--- config.mk ---
export PLATFORM = sky130hd
export DESIGN_NAME = pe_cfg_dispatcher
export DESIGN_NICKNAME = d
export VERILOG_FILES = /design/src/rtl/pe_cfg_pkg.sv /design/src/rtl/pe_cfg_dispatcher.sv
export SDC_FILE = /design/constraint.sdc
export NUM_CORES = 1
export LEC_CHECK = 0
export ABC_CLOCK_PERIOD_IN_PS = 2450
export CORE_MARGIN = 2
export CORE_UTILIZATION = 45
export CTS_CLUSTER_DIAMETER = 120
export DETAILED_ROUTE_END_ITERATION = 8
export PLACE_DENSITY = 0.76
export SYNTH_ARGS = -nofsm -noshare
export SYNTH_HDL_FRONTEND = slang
export SYNTH_SLANG_ARGS = --single-unit
--- constraint.sdc ---
create_clock -name clk -period 2.45 [get_ports clk]
set_clock_uncertainty 0.1 [all_clocks]
set_input_delay 0.49 -clock clk [delete_from_list [all_inputs] [get_ports clk]]
set_output_delay 0.49 -clock clk [all_outputs]
set_load 0.03 [all_outputs]
--- src/rtl/pe_cfg_pkg.sv ---
// Shared types and header layout for the PE configuration dispatcher.
// Header word: [31]=broadcast, [15:8]=data word count, [7:0]=target PE index.
package pe_cfg_pkg;

   typedef enum logic [1:0] {
      IDLE,
      DATA,
      DRAIN
   } state_e;

   localparam int HDR_BCAST_BIT = 31;
   localparam int HDR_CNT_LSB   = 8;
   localparam int HDR_CNT_W     = 8;
   localparam int HDR_IDX_LSB   = 0;
   localparam int HDR_IDX_W     = 8;

   localparam logic BCAST = 1'b1;

   typedef struct packed {
      logic                 bcast;
      logic [HDR_CNT_W-1:0] cnt;
      logic [HDR_IDX_W-1:0] idx;
      logic                 ok;
   } hdr_t;

endpackage

--- src/rtl/pe_cfg_dispatcher.sv ---
// Streams header+data configuration packets from one valid/ready source to
// NUM_PE PE config ports as registered one-cycle {valid,word} strobes.
module pe_cfg_dispatcher
   import pe_cfg_pkg::*;
#(
   parameter int NUM_PE    = 4,
   parameter int CFG_W     = 32,
   parameter int MAX_WORDS = 8
) (
   input  logic                         clk,
   input  logic                         reset,
   input  logic                         s_cfg_valid,
   output logic                         s_cfg_ready,
   input  logic [CFG_W-1:0]             s_cfg_data,
   input  logic                         s_cfg_last,
   input  logic [NUM_PE-1:0]            pe_cfg_stall,
   output logic [NUM_PE*(CFG_W+1)-1:0]  pe_cfg_port,
   output logic                         cfg_done,
   output logic                         cfg_err,
   output logic                         cfg_busy
);

   localparam int             PORT_W    = CFG_W + 1;
   localparam logic [8:0]     MAX_W9    = 9'(MAX_WORDS);
   localparam logic [8:0]     NUM_PE9   = 9'(NUM_PE);

   state_e                       state_q, state_d;
   logic [HDR_IDX_W-1:0]         dest_q, dest_d;
   logic                         bcast_q, bcast_d;
   logic [HDR_CNT_W-1:0]         cnt_q, cnt_d;
   logic [HDR_CNT_W-1:0]         wcnt_q, wcnt_d;
   logic [NUM_PE*PORT_W-1:0]     port_q, port_d;
   logic                         done_q, done_d;
   logic                         err_q, err_d;

   logic                         stall_t;
   logic                         accept;
   logic [HDR_CNT_W-1:0]         word_k;
   hdr_t                         hdr;

   function automatic hdr_t decode_hdr(input logic [CFG_W-1:0] w);
      hdr_t h;
      h.bcast = w[HDR_BCAST_BIT];
      h.cnt   = w[HDR_CNT_LSB +: HDR_CNT_W];
      h.idx   = w[HDR_IDX_LSB +: HDR_IDX_W];
      h.ok    = (h.cnt != '0) && ({1'b0, h.cnt} <= MAX_W9) &&
                ((h.bcast == BCAST) || ({1'b0, h.idx} < NUM_PE9));
      return h;
   endfunction

   // Broadcast waits for every PE; unicast only for its own target.
   always_comb begin
      stall_t = 1'b0;
      for (int i = 0; i < NUM_PE; i++) begin
         if (bcast_q || (dest_q == 8'(i))) stall_t = stall_t | pe_cfg_stall[i];
      end
   end

   assign s_cfg_ready = (state_q != DATA) || !stall_t;
   assign accept      = s_cfg_valid && s_cfg_ready;
   assign hdr         = decode_hdr(s_cfg_data);
   assign word_k      = wcnt_q + 8'd1;

   always_comb begin
      // NOTE: every next-state signal is defaulted first so no latch is inferred.
      state_d = state_q;
      dest_d  = dest_q;
      bcast_d = bcast_q;
      cnt_d   = cnt_q;
      wcnt_d  = wcnt_q;
      port_d  = '0;
      done_d  = 1'b0;
      err_d   = 1'b0;

      case (state_q)
         IDLE: begin
            if (accept) begin
               if (s_cfg_last) begin
                  err_d = 1'b1;
               end else if (hdr.ok) begin
                  state_d = DATA;
                  dest_d  = hdr.idx;
                  bcast_d = hdr.bcast;
                  cnt_d   = hdr.cnt;
                  wcnt_d  = '0;
               end else begin
                  state_d = DRAIN;
               end
            end
         end
         DATA: begin
            if (accept) begin
               for (int i = 0; i < NUM_PE; i++) begin
                  if (bcast_q || (dest_q == 8'(i))) port_d[i*PORT_W +: PORT_W] = {1'b1, s_cfg_data};
               end
               wcnt_d = word_k;
               if (s_cfg_last) begin
                  done_d  = (word_k == cnt_q);
                  err_d   = (word_k != cnt_q);
                  state_d = IDLE;
               end else if (word_k == cnt_q) begin
                  state_d = DRAIN;
               end
            end
         end
         DRAIN: begin
            if (accept && s_cfg_last) begin
               err_d   = 1'b1;
               state_d = IDLE;
            end
         end
         default: state_d = IDLE;
      endcase
   end

   always_ff @(posedge clk or negedge reset) begin
      if (!reset) begin
         state_q <= IDLE;
         dest_q  <= '0;
         bcast_q <= 1'b0;
         cnt_q   <= '0;
         wcnt_q  <= '0;
         port_q  <= '0;
         done_q  <= 1'b0;
         err_q   <= 1'b0;
      end else begin
         // NOTE: non-blocking so every register samples pre-edge values.
         state_q <= state_d;
         dest_q  <= dest_d;
         bcast_q <= bcast_d;
         cnt_q   <= cnt_d;
         wcnt_q  <= wcnt_d;
         port_q  <= port_d;
         done_q  <= done_d;
         err_q   <= err_d;
      end
   end

   assign pe_cfg_port = port_q;
   assign cfg_done    = done_q;
   assign cfg_err     = err_q;
   assign cfg_busy    = (state_q != IDLE);

endmodule

-- Yosys cells after proc, flatten, opt, wreduce, memory -nomap -nowiden
Index checks and enable logic that the tools add are counted.
- register bits: 161
- latch bits: 0
- bits in writable memories: 0
- ROM bits: 0
- output and inout bits: 136
- memories kept: 0
- add/subtract/negate cells: 1
- multipliers: 0
- div/mod/pow operators: 0
- magnitude comparators: 2
- equality and inequality tests: 14
- shifts and indexed selects: 0
- muxes and demuxes: 32
- bitwise gates (word level): 4
- reductions and logical operators: 19
- operator list (kind ; number):
    $mux 132 ; 2
    $mux 33 ; 4
    $mux 8 ; 4
    $eq 8x2->1 const B ; 2
    $pmux 8 s2 ; 1
    $mux 2 ; 7
    $mux 1 ; 12
    $ne 2x2->1 const B ; 5
    $reduce_and 5->1 ; 2
    $add 8x1->8 const B ; 1
    $eq 8x1->1 const B ; 1
    $eq 8x8->1 ; 1
    $le 8x4->1 const B ; 1
    $logic_not 8->1 ; 1
    $lt 8x3->1 const B ; 1
    $ne 8x8->1 ; 1
    $reduce_bool 8->1 ; 1
    $logic_or 1x1->1 ; 6
    $pmux 2 s3 ; 1
    $logic_and 1x1->1 ; 4
    $reduce_and 4->1 ; 1
    $reduce_bool 2->1 ; 2
    $ne 3x3->1 const B ; 1
    $or 1x1->1 ; 3
    7 further kinds ; 7

-- Logic depth before layout (Yosys ltp)
Gate-level depths: netlist of the first run.
- depth in word-level cells: 15
- mapped depth: 9
- depth with buffers taken out: 7

-- Worst setup path before layout of the first run
OpenSTA, ideal clock, no wires.
- path type: input -> register
- start: input s_cfg_data[7]
- end: register cnt_q[0]
- library setup time: 0.125 ns
- arrival: 2.036 ns
- setup slack: 0.189 ns
- cell stages on the path: 6
- path through: nor4_1 > a21oi_1 > nor4b_2 > and2_1 > buf_2 > mux2_2
- word-level cells in the longest chain between the ends: 4
- ends and longest elaborated chain (what ; line ; source):
    from (decl) ; pe_cfg_dispatcher.sv:14 ; input logic [CFG_W-1:0] s_cfg_data,
    $lt 8x3->1 ; pe_cfg_dispatcher.sv:47 ; ((h.bcast == BCAST) || ({1'b0, h.idx} < NUM_PE9));
    $logic_or 1x1->1 ; pe_cfg_dispatcher.sv:47 ;
    $logic_and 1x1->1 ; pe_cfg_dispatcher.sv:46 ; h.ok = (h.cnt != '0) && ({1'b0, h.cnt} <= MAX_W9) &&
    $reduce_and 4->1 (no line) ; - ;
    to (signal assigned) ; pe_cfg_dispatcher.sv:131 ; cnt_q <= cnt_d;
    to (decl) ; pe_cfg_dispatcher.sv:30 ; logic [HDR_CNT_W-1:0] cnt_q, cnt_d;
No other way between the ends.
A chain may end at the register's enable or synchronous reset.

-- Final worst setup path of the first run
- start: register dest_q[7]
- end: output s_cfg_ready
- word-level cells in the longest chain between the ends: 11
- elaborated cells on any way between the ends: 17
- classes of those cells: eq/ne (3); mux (4); bitwise (3); reduce/logical (7)
- ends and longest elaborated chain (what ; line ; source):
    from (decl) ; pe_cfg_dispatcher.sv:28 ; logic [HDR_IDX_W-1:0] dest_q, dest_d;
    from (signal assigned) ; pe_cfg_dispatcher.sv:129 ; dest_q <= dest_d;
    $logic_not 8->1 ; pe_cfg_dispatcher.sv:55 ; if (bcast_q || (dest_q == 8'(i))) stall_t = stall_t | pe_cfg_stall[i];
    $logic_or 1x1->1 ; pe_cfg_dispatcher.sv:55 ;
    $mux 1 ; pe_cfg_dispatcher.sv:55 ;
    $or 1x1->1 ; pe_cfg_dispatcher.sv:55 ;
    $mux 1 ; pe_cfg_dispatcher.sv:55 ;
    $or 1x1->1 ; pe_cfg_dispatcher.sv:55 ;
    $mux 1 ; pe_cfg_dispatcher.sv:55 ;
    $or 1x1->1 ; pe_cfg_dispatcher.sv:55 ;
    $mux 1 * ; pe_cfg_dispatcher.sv:55 ;
    $logic_not 1->1 * ; pe_cfg_dispatcher.sv:59 ; assign s_cfg_ready = (state_q != DATA) || !stall_t;
    $logic_or 1x1->1 * ; pe_cfg_dispatcher.sv:59 ;
    to (decl) ; pe_cfg_dispatcher.sv:13 ; output logic s_cfg_ready,
Mark *: on every way between the ends. The rest lies on a longest branch, timed or not.

==> summary.md, run 1 <==
The share of synthesized cell area in full adder, half adder and majority cells was 0.00215; the area of all placed cells without fillers was 8780 sq um. The worst reg-to-reg setup slack was 0.07 ns. The setup-violating endpoint count in the final report was 1. Setup repair after global routing could not meet its margin everywhere. The top achievable clock speed came out at 382 MHz. The die covers 13900 sq um.

For the number of global-route vias before repair, the log shows 4232. The final reports fail on negative setup slack. Traced cell by cell, the critical path runs through or4_4, a2111oi_4, o22a_1, nand2_1, buf_6.

176 I/O pins were placed. The tools report the number of H-tree levels as 4. Endpoint class of the critical path: a primary output. For this design the ratio of total power to cell area is 651 nW/um^2. The first-pass detailed-route iteration total was 4.

The clock drives 161 sinks. The share of cell area taken by muxes after synthesis works out to 0.0247. The root buffer cell chosen for the clock tree is clkbuf_16. Starting density of the core: 0.462.

In this run, the number of DRC markers left after iteration 0 of detailed routing was 306. After synthesis, the largest family of logic cells by area is simple AND/OR/NAND/NOR gates. After global routing the overflow that remains totals 0. In this run the worst hold path is classified as reg2reg. The count of pins over their slew limit was 0. The synthesized area divided by synthesized cell count came out at 13.2 sq um. For the count of endpoints failing hold in the final timing report, the log shows 0. TritonCTS built the clock tree. The floorplan step set the die width to 118 microns. Counting the buffers created by CTS gives 17. The first global-routing pass estimated 23400 microns of wire. The initial antenna violation count is 0.

The post-placement cell count came out at 812. The congestion estimate from routability-driven global placement came to 0.914. The die is 118 microns tall. The synthesized area is 5830 sq um.

The tools report the worst setup margin as -0.169 ns. The synthesized-area fraction occupied by ao, oa, aoi and oai cells is 0.0522. Data on the critical path arrives at its endpoint at 2.03 ns. The DRC violation count after routing is 0, and the cell area after placement is 8130 sq um. In this run the core area contains 41 standard-cell rows. In this run, synthesis produced a sequential element count of 161. The peak fanout along the critical path was 2. The routed design has 14700 microns of wire.

For this run, the number of Yosys warnings is 0. For the pin with the worst max-slew slack, the measured transition is 0.510 ns. The longest clock path from root to sink contains 2 buffers. In the final routed layout, each cell accounts on average for 17.4 microns. The first element of the critical path was dest_q[7]$_DFFE_PN0P_. The flow ran to the end, but the final reports show violations.

The count of cells in the finished layout, fillers not included, comes to 845. The number of nets in the synthesized netlist is 482. The area share of xor/xnor cells in the synthesized design was 0.0135; the pin count of the biggest net entering global routing was 57. For this run, the slowest stage of the critical path takes 0.58 ns. The tools report the endpoint of the most critical register-to-register path as pe_cfg_port[89]$_DFF_PN0_. Across all layers, the routed design uses 4100 vias.

Number of enable flip-flop cells after synthesis: 0. The final layout contains 702 nets. The final period utilization was 1.07.

Detailed placement finished with a half-perimeter wire length of 10500 microns. For the worst-skew pair, the clock arrives at the later sink with an insertion delay of 0.41 ns. For the headroom to the max-slew limit, the log shows 0.660.

Max-cap violations in this run came to 0. For the total routing resource utilization after global routing, the log shows 0.220. Count of antenna-violating nets left after detailed routing: 0. In this run the critical register-to-register path is launched from dest_q[0]$_DFFE_PN0P_. The worst-case reg-to-reg path depth is 9, and the clock transition at the register clock pins on the worst setup and hold paths after CTS is 0.06 ns. In this run the worst setup path terminates at s_cfg_ready. The post-layout minimum cycle time was 2.62 ns; the number of buffer cells added on primary ports was 175. By startpoint and endpoint, the worst setup path is classified as reg2out. Synthesis handed over a netlist of 441 instances. The run gives 0.692 as the sequential-to-total area share from yosys stat. The async set-reset flop share out of synthesis was 1.00; the via-per-instance ratio was 4.85. The floorplan step defined a core boundary enclosing 12600 sq um. Fraction of the mapped netlist area in simple logic gates: 0.194. Across the VDD grid, the largest voltage drop is 0.000385 V. From synthesis to final layout, the design area changed by 50.7%. The tools report the static leakage as 0.00412 uW. STA puts the critical path data required time at 1.86 ns.

The worst setup path is launched from a register. Standard cell with the maximum stage delay on the critical path: or4_4. Counting distinct cell types in the post-synthesis netlist gives 44. 0 antenna diodes ended up in the layout. The ratio of cells with drive above 1 in the final layout is 0.147. In the synthesized netlist the dominant register cell turns out to be dfrtp_1.
-- per-layer routing --
| metal | global-route usage | up-vias | wire, microns |
|---|---|---|---|
| met2 | 0.367 | 173 | 7590 |
| met4 | 0.0836 | 0 | 274 |
| li1 | - | 1877 | - |
| met5 | 0 | - | 0 |
| met1 | 0.274 | 2028 | 6000 |
| met3 | 0.0606 | 22 | 858 |
-- cells by family after synthesis --
group / count (synthesis)
flops: 161
buf+inv: 26
xor+xnor: 9
mux: 13
fa+ha+maj: 1
simple gates: 187
compound gates: 44
-- Yosys cell counts, types with 2 or more instances --
| cell | n | share of area |
|---|---|---|
| nor2_1 | 10 | 0.0064 |
| o31ai_1 | 3 | 0.0039 |
| a21oi_1 | 9 | 0.0077 |
| mux2_2 | 11 | 0.021 |
| xnor2_1 | 6 | 0.0090 |
| o22ai_1 | 2 | 0.0021 |
| nand2b_1 | 3 | 0.0032 |
| nand3_1 | 5 | 0.0043 |
| and2_1 | 129 | 0.14 |
| nor2_2 | 3 | 0.0032 |
| xor2_1 | 3 | 0.0045 |
| dfrtp_1 | 161 | 0.69 |
| buf_4 | 2 | 0.0026 |
| mux2i_1 | 2 | 0.0034 |
| buf_2 | 11 | 0.0094 |
| o22a_1 | 2 | 0.0030 |
| nor2b_1 | 9 | 0.0097 |
| inv_1 | 6 | 0.0039 |
| nand2_1 | 11 | 0.0071 |
| clkbuf_1 | 4 | 0.0026 |
| o21ai_1 | 8 | 0.0069 |
| clkbuf_2 | 2 | 0.0017 |
| o2111ai_1 | 2 | 0.0030 |
| nor4_1 | 5 | 0.0054 |
| nor3_1 | 4 | 0.0034 |
| o21ai_0 | 10 | 0.0086 |
-- how the worst min path moves through the flow --
stage                                from                          to  cells after the start
floorplan                           reset         bcast_q$_DFFE_PN0P_                      0
global placement                    reset  pe_cfg_port[117]$_DFF_PN0_                      1
detailed placement                  reset  pe_cfg_port[121]$_DFF_PN0_                      1
CTS                 wcnt_q[7]$_DFFE_PN0P_       wcnt_q[7]$_DFFE_PN0P_                      1
global route        wcnt_q[7]$_DFFE_PN0P_       wcnt_q[7]$_DFFE_PN0P_                      1
finish              wcnt_q[7]$_DFFE_PN0P_       wcnt_q[7]$_DFFE_PN0P_                      1
-- power breakdown --
group          internal, uW  switching (uW)
sequential             2670            18.6
combinational           141             152
clock                  1730             992
total                  4550            1160
-- layout by cell type (no fill, tap or decap), types with 8 or more instances in the layout --
cell	count
buf_4	36
dfrtp_1	161
nand2_1	11
clkbuf_16	17
nor2_1	10
a21oi_1	9
and2_1	129
o21ai_0	10
nor2b_1	9
o21ai_1	8
buf_12	9
mux2_2	11
clkdlybuf4s50_1	173
-- stage by stage --
stage / TNS (ns) / total power, uW / utilization / hold WS (ns) / setup WS [ns]
final: -0.169 / 5710 / 0.696 / 0.398 / -0.169
after global routing: -0.431 / 5920 / 0.696 / 0.418 / -0.238
after CTS: -0.178 / 5770 / 0.695 / 0.396 / -0.178
after detailed placement: -21.89 / 3030 / 0.644 / 0.382 / -0.364
after global placement: -12.81 / 3020 / 0.644 / 0.376 / -0.264
after floorplan: 0 / 2820 / - / 0.0944 / 0.189
-- cell type report --
class / count / area, sq um
fill: 901 / 3840
multi-input combinational: 254 / 1670
tap: 172 / 215
inverter: 6 / 22.5
clock buffer: 23 / 498
sequential: 161 / 4030
timing repair buffer: 221 / 2210
clock inverter: 8 / 125
-- worst max-delay path, delay by kind of cell, from the launching register on --
family / cells / cell delay (ns)
compound gates: 2 / 0.43
simple gates: 2 / 0.65
flops: 1 / 0.37
buf+inv: 1 / 0.16
-- repair_timing --
item	4_1_cts	5_1_grt
endpoints found under the setup margin	1	7
hold buffers	1	0
buffers inserted	1	0
pin swaps	2	0
resized for setup	1	1
endpoints found under the hold margin	52	0
-- flip-flops by register name, summed over array words and instances, names as in the netlist --
| signal | count |
|---|---|
| dest_q | 8 |
| wcnt_q | 8 |
| cfg_done | 1 |
| pe_cfg_port | 132 |
| state_q | 2 |
| cnt_q | 8 |
| bcast_q | 1 |
| cfg_err | 1 |
No activity file was read; power rests on OpenSTA's default activity.
==> inputs of run 2 (changes only) <==
--- a/config.mk
+++ b/config.mk
@@ -11,6 +11,7 @@
 export CTS_CLUSTER_DIAMETER = 120
 export DETAILED_ROUTE_END_ITERATION = 8
 export PLACE_DENSITY = 0.76
+export RECOVER_POWER = 100
 export SYNTH_ARGS = -nofsm -noshare
 export SYNTH_HDL_FRONTEND = slang
 export SYNTH_SLANG_ARGS = --single-unit
==> run 2 against run 1 <==
The run still ends with negative setup slack left. Core utilization decreased by 0.57 points. Clock power about the same. Combinational power decreased by 2%. Critical endpoint unchanged. Hold slack got worse by 0.0040 ns. Power about the same. Critical path type unchanged. Die area unchanged. Routed wire length about the same. Non-clock buffer count unchanged. Register-to-register slack got worse by 0.10 ns.
==> summary.md, run 2 (synthesized netlist as in run 1, its figures left out) <==
Overall power consumption after layout is estimated at 5720 uW. Row generation in the floorplan step produced 41 rows. The tools report the number of buffers created by CTS as 17.

For this design, the sink count on the clock tree is 161. The starting density of the core was 0.462. STA puts the critical path data required time at 1.86 ns. Worst-case reg-to-reg path depth: 9. By startpoint and endpoint, the worst setup path is classified as reg2out. Most frequent standard cell in the layout excluding fill and tap cells: dfrtp_1.

After clock tree synthesis, the clock-pin slew on the worst setup and hold paths is 0.06 ns. The placeable core region is 12600 sq um. Horizontal die dimension: 118 microns. After detailed routing, the number of vias per cell comes to 4.87.

CTS built an H-tree with a depth of 4. After the last flow step, the layout net total stands at 702. Summed over all cells, the static leakage comes to 0.00458 uW. STA classifies the critical path endpoint as a primary output. The count of nets left with antenna violations once routing finished came out at 0.

From bottom edge to top edge, the die measures 118 microns. The tools report the endpoint of the most critical register-to-register path as pe_cfg_port[89]$_DFF_PN0_. At the placement stage, the worst setup path has a slack of -0.364 ns. Reported max-cap violation count: 0.

Setup repair after global routing could not meet its margin everywhere. For flop-to-flop paths, the worst setup slack is -0.03 ns. Clock latency on the worst-skew pair, taken at its later pin, is 0.42 ns. The detailed router finished its first iteration with 253 violations. The checks that failed: negative setup slack. The global-route wire length before repair is 23400 microns, and the count of pins on the block boundary is 176. The peak fanout along the critical path is 2, and the post-layout minimum cycle time is 2.62 ns.

The routed layout has 4113 vias. For the total wire length after detailed routing, the log shows 14700 microns. The first detailed-routing pass ran for 5 iterations. The worst hold path terminates at wcnt_q[7]$_DFFE_PN0P_. The cell depth of the worst hold path was 1; the initial antenna violation count was 0. The tools report the total congestion overflow as 0. The setup-violating endpoint count in the final report was 42.

STA classifies the critical path startpoint as a register. Detailed placement finished with a half-perimeter wire length of 10500 microns. Input and output buffers added on the ports amount to 175. Number of global-route vias before repair: 4232.

The library cells used most frequently in the layout, excluding fill and tap cells, are dfrtp_1, dlygate4sd3_1, and2_1. TritonCTS built the clock tree. The count of pins over their slew limit is 0. 0 antenna diodes ended up in the layout.

Power spread over the standard cell area amounts to 656 nW/um^2. The worst hold path begins at wcnt_q[7]$_DFFE_PN0P_. Dividing the detail-routed wire length by the instance count gives 17.4 microns.

The critical path starts at dest_q[7]$_DFFE_PN0P_. The flow ran to the end, but the final reports show violations. The congestion estimate from routability-driven global placement came to 0.914. The root buffer cell chosen for the clock tree is clkbuf_16. The DRC violation count after routing came out at 0. The ratio of cells with drive above 1 in the final layout was 0.141; the total routing resource utilization after global routing was 0.220. Static timing analysis puts the maximum clock frequency at 381 MHz. The register with the most flip-flops in the layout has 132 of them. The clock passes through at most 2 buffers. The run gives 2.03 ns as the worst path arrival time.

From synthesis to final layout, the design area changed by 49.5%. In this run the critical register-to-register path is launched from dest_q[0]$_DFFE_PN0P_. Entering global routing, the biggest net connects 57 pins.

The path class of the tightest hold or removal check is reg2reg. For the pin with the worst max-slew slack, the measured transition is 1.37 ns. The tools report the worst setup margin as -0.172 ns. The logs give 0.0900 for the headroom to the max-slew limit and 13900 sq um for the floorplan die area. The tools report the count of endpoints failing hold in the final timing report as 0. The final period utilization is 1.07, and the worst supply voltage drop on vdd is 0.000385 V.
-- run 2: cell count changes in the layout (fill, tap and decap cells not counted), sizes merged --
| cell | delta |
|---|---|
| clkbuf | +8 |
| buf | -8 |
| clkdlybuf4s50 | -134 |
| dlygate4sd3 | +134 |
-- run 2: final cells by class --
| class | instances | area [sq um] |
|---|---|---|
| Clock inverter | 8 | 125 |
| Fill cell | 914 | 3910 |
| Timing Repair Buffer | 221 | 2160 |
| Tap cell | 172 | 215 |
| Sequential cell | 161 | 4030 |
| Inverter | 6 | 22.5 |
| Multi-Input combinational cell | 254 | 1660 |
| Clock buffer | 23 | 498 |
-- run 2: worst max-delay path by stage --
stage	to	slack [ns]	depth (start not counted)
after CTS	s_cfg_ready	-0.18	5
after floorplan	cnt_q[0]$_DFFE_PN0P_	0.19	6
after global placement	dest_q[6]$_DFFE_PN0P_	-0.26	7
after global routing	s_cfg_ready	-0.24	5
final	s_cfg_ready	-0.17	5
after detailed placement	cnt_q[0]$_DFFE_PN0P_	-0.36	7
-- run 2: timing repair --
| item | in CTS | in global routing |
|---|---|---|
| hold buffers | 1 | 0 |
| cloned | 0 | 0 |
| pin swaps | 2 | 0 |
| setup buffers | 1 | 0 |
| gates resized for setup | 1 | 1 |
| endpoints found under the setup margin | 1 | 7 |
| hold endpoints to repair | 52 | 0 |
-- run 2: routing by layer --
metal	global-route usage	routed length [microns]
met5	0	0
met4	0.0836	291
met3	0.0606	974
met2	0.367	7620
met1	0.274	5840
-- run 2: worst max-delay path, cell delays in order, from the launching register on --
cell	delay (ns)
dfrtp_1	0.37
or4_4	0.58
a2111oi_4	0.23
o22a_1	0.20
nand2_1	0.07
buf_6	0.16
-- run 2: stage by stage --
stage | TNS, ns | utilization | std cells | instance area [sq um] | hold WS, ns
finish | -0.559 | 0.690 | 845 | 8710 | 0.394
floorplan | 0 | - | 441 | 5830 | 0.0944
CTS | -0.178 | 0.695 | 845 | 8770 | 0.396
detailed placement | -21.89 | 0.644 | 812 | 8130 | 0.382
global placement | -12.81 | 0.644 | 812 | 8130 | 0.376
global route | -16.52 | 0.690 | 845 | 8710 | 0.418
-- run 2: report_power, final --
part           leakage [uW]  switching, uW  internal, uW
Sequential          0.00224           18.3          2670
Clock              0.000306           1000          1730
Combinational       0.00204            150           138
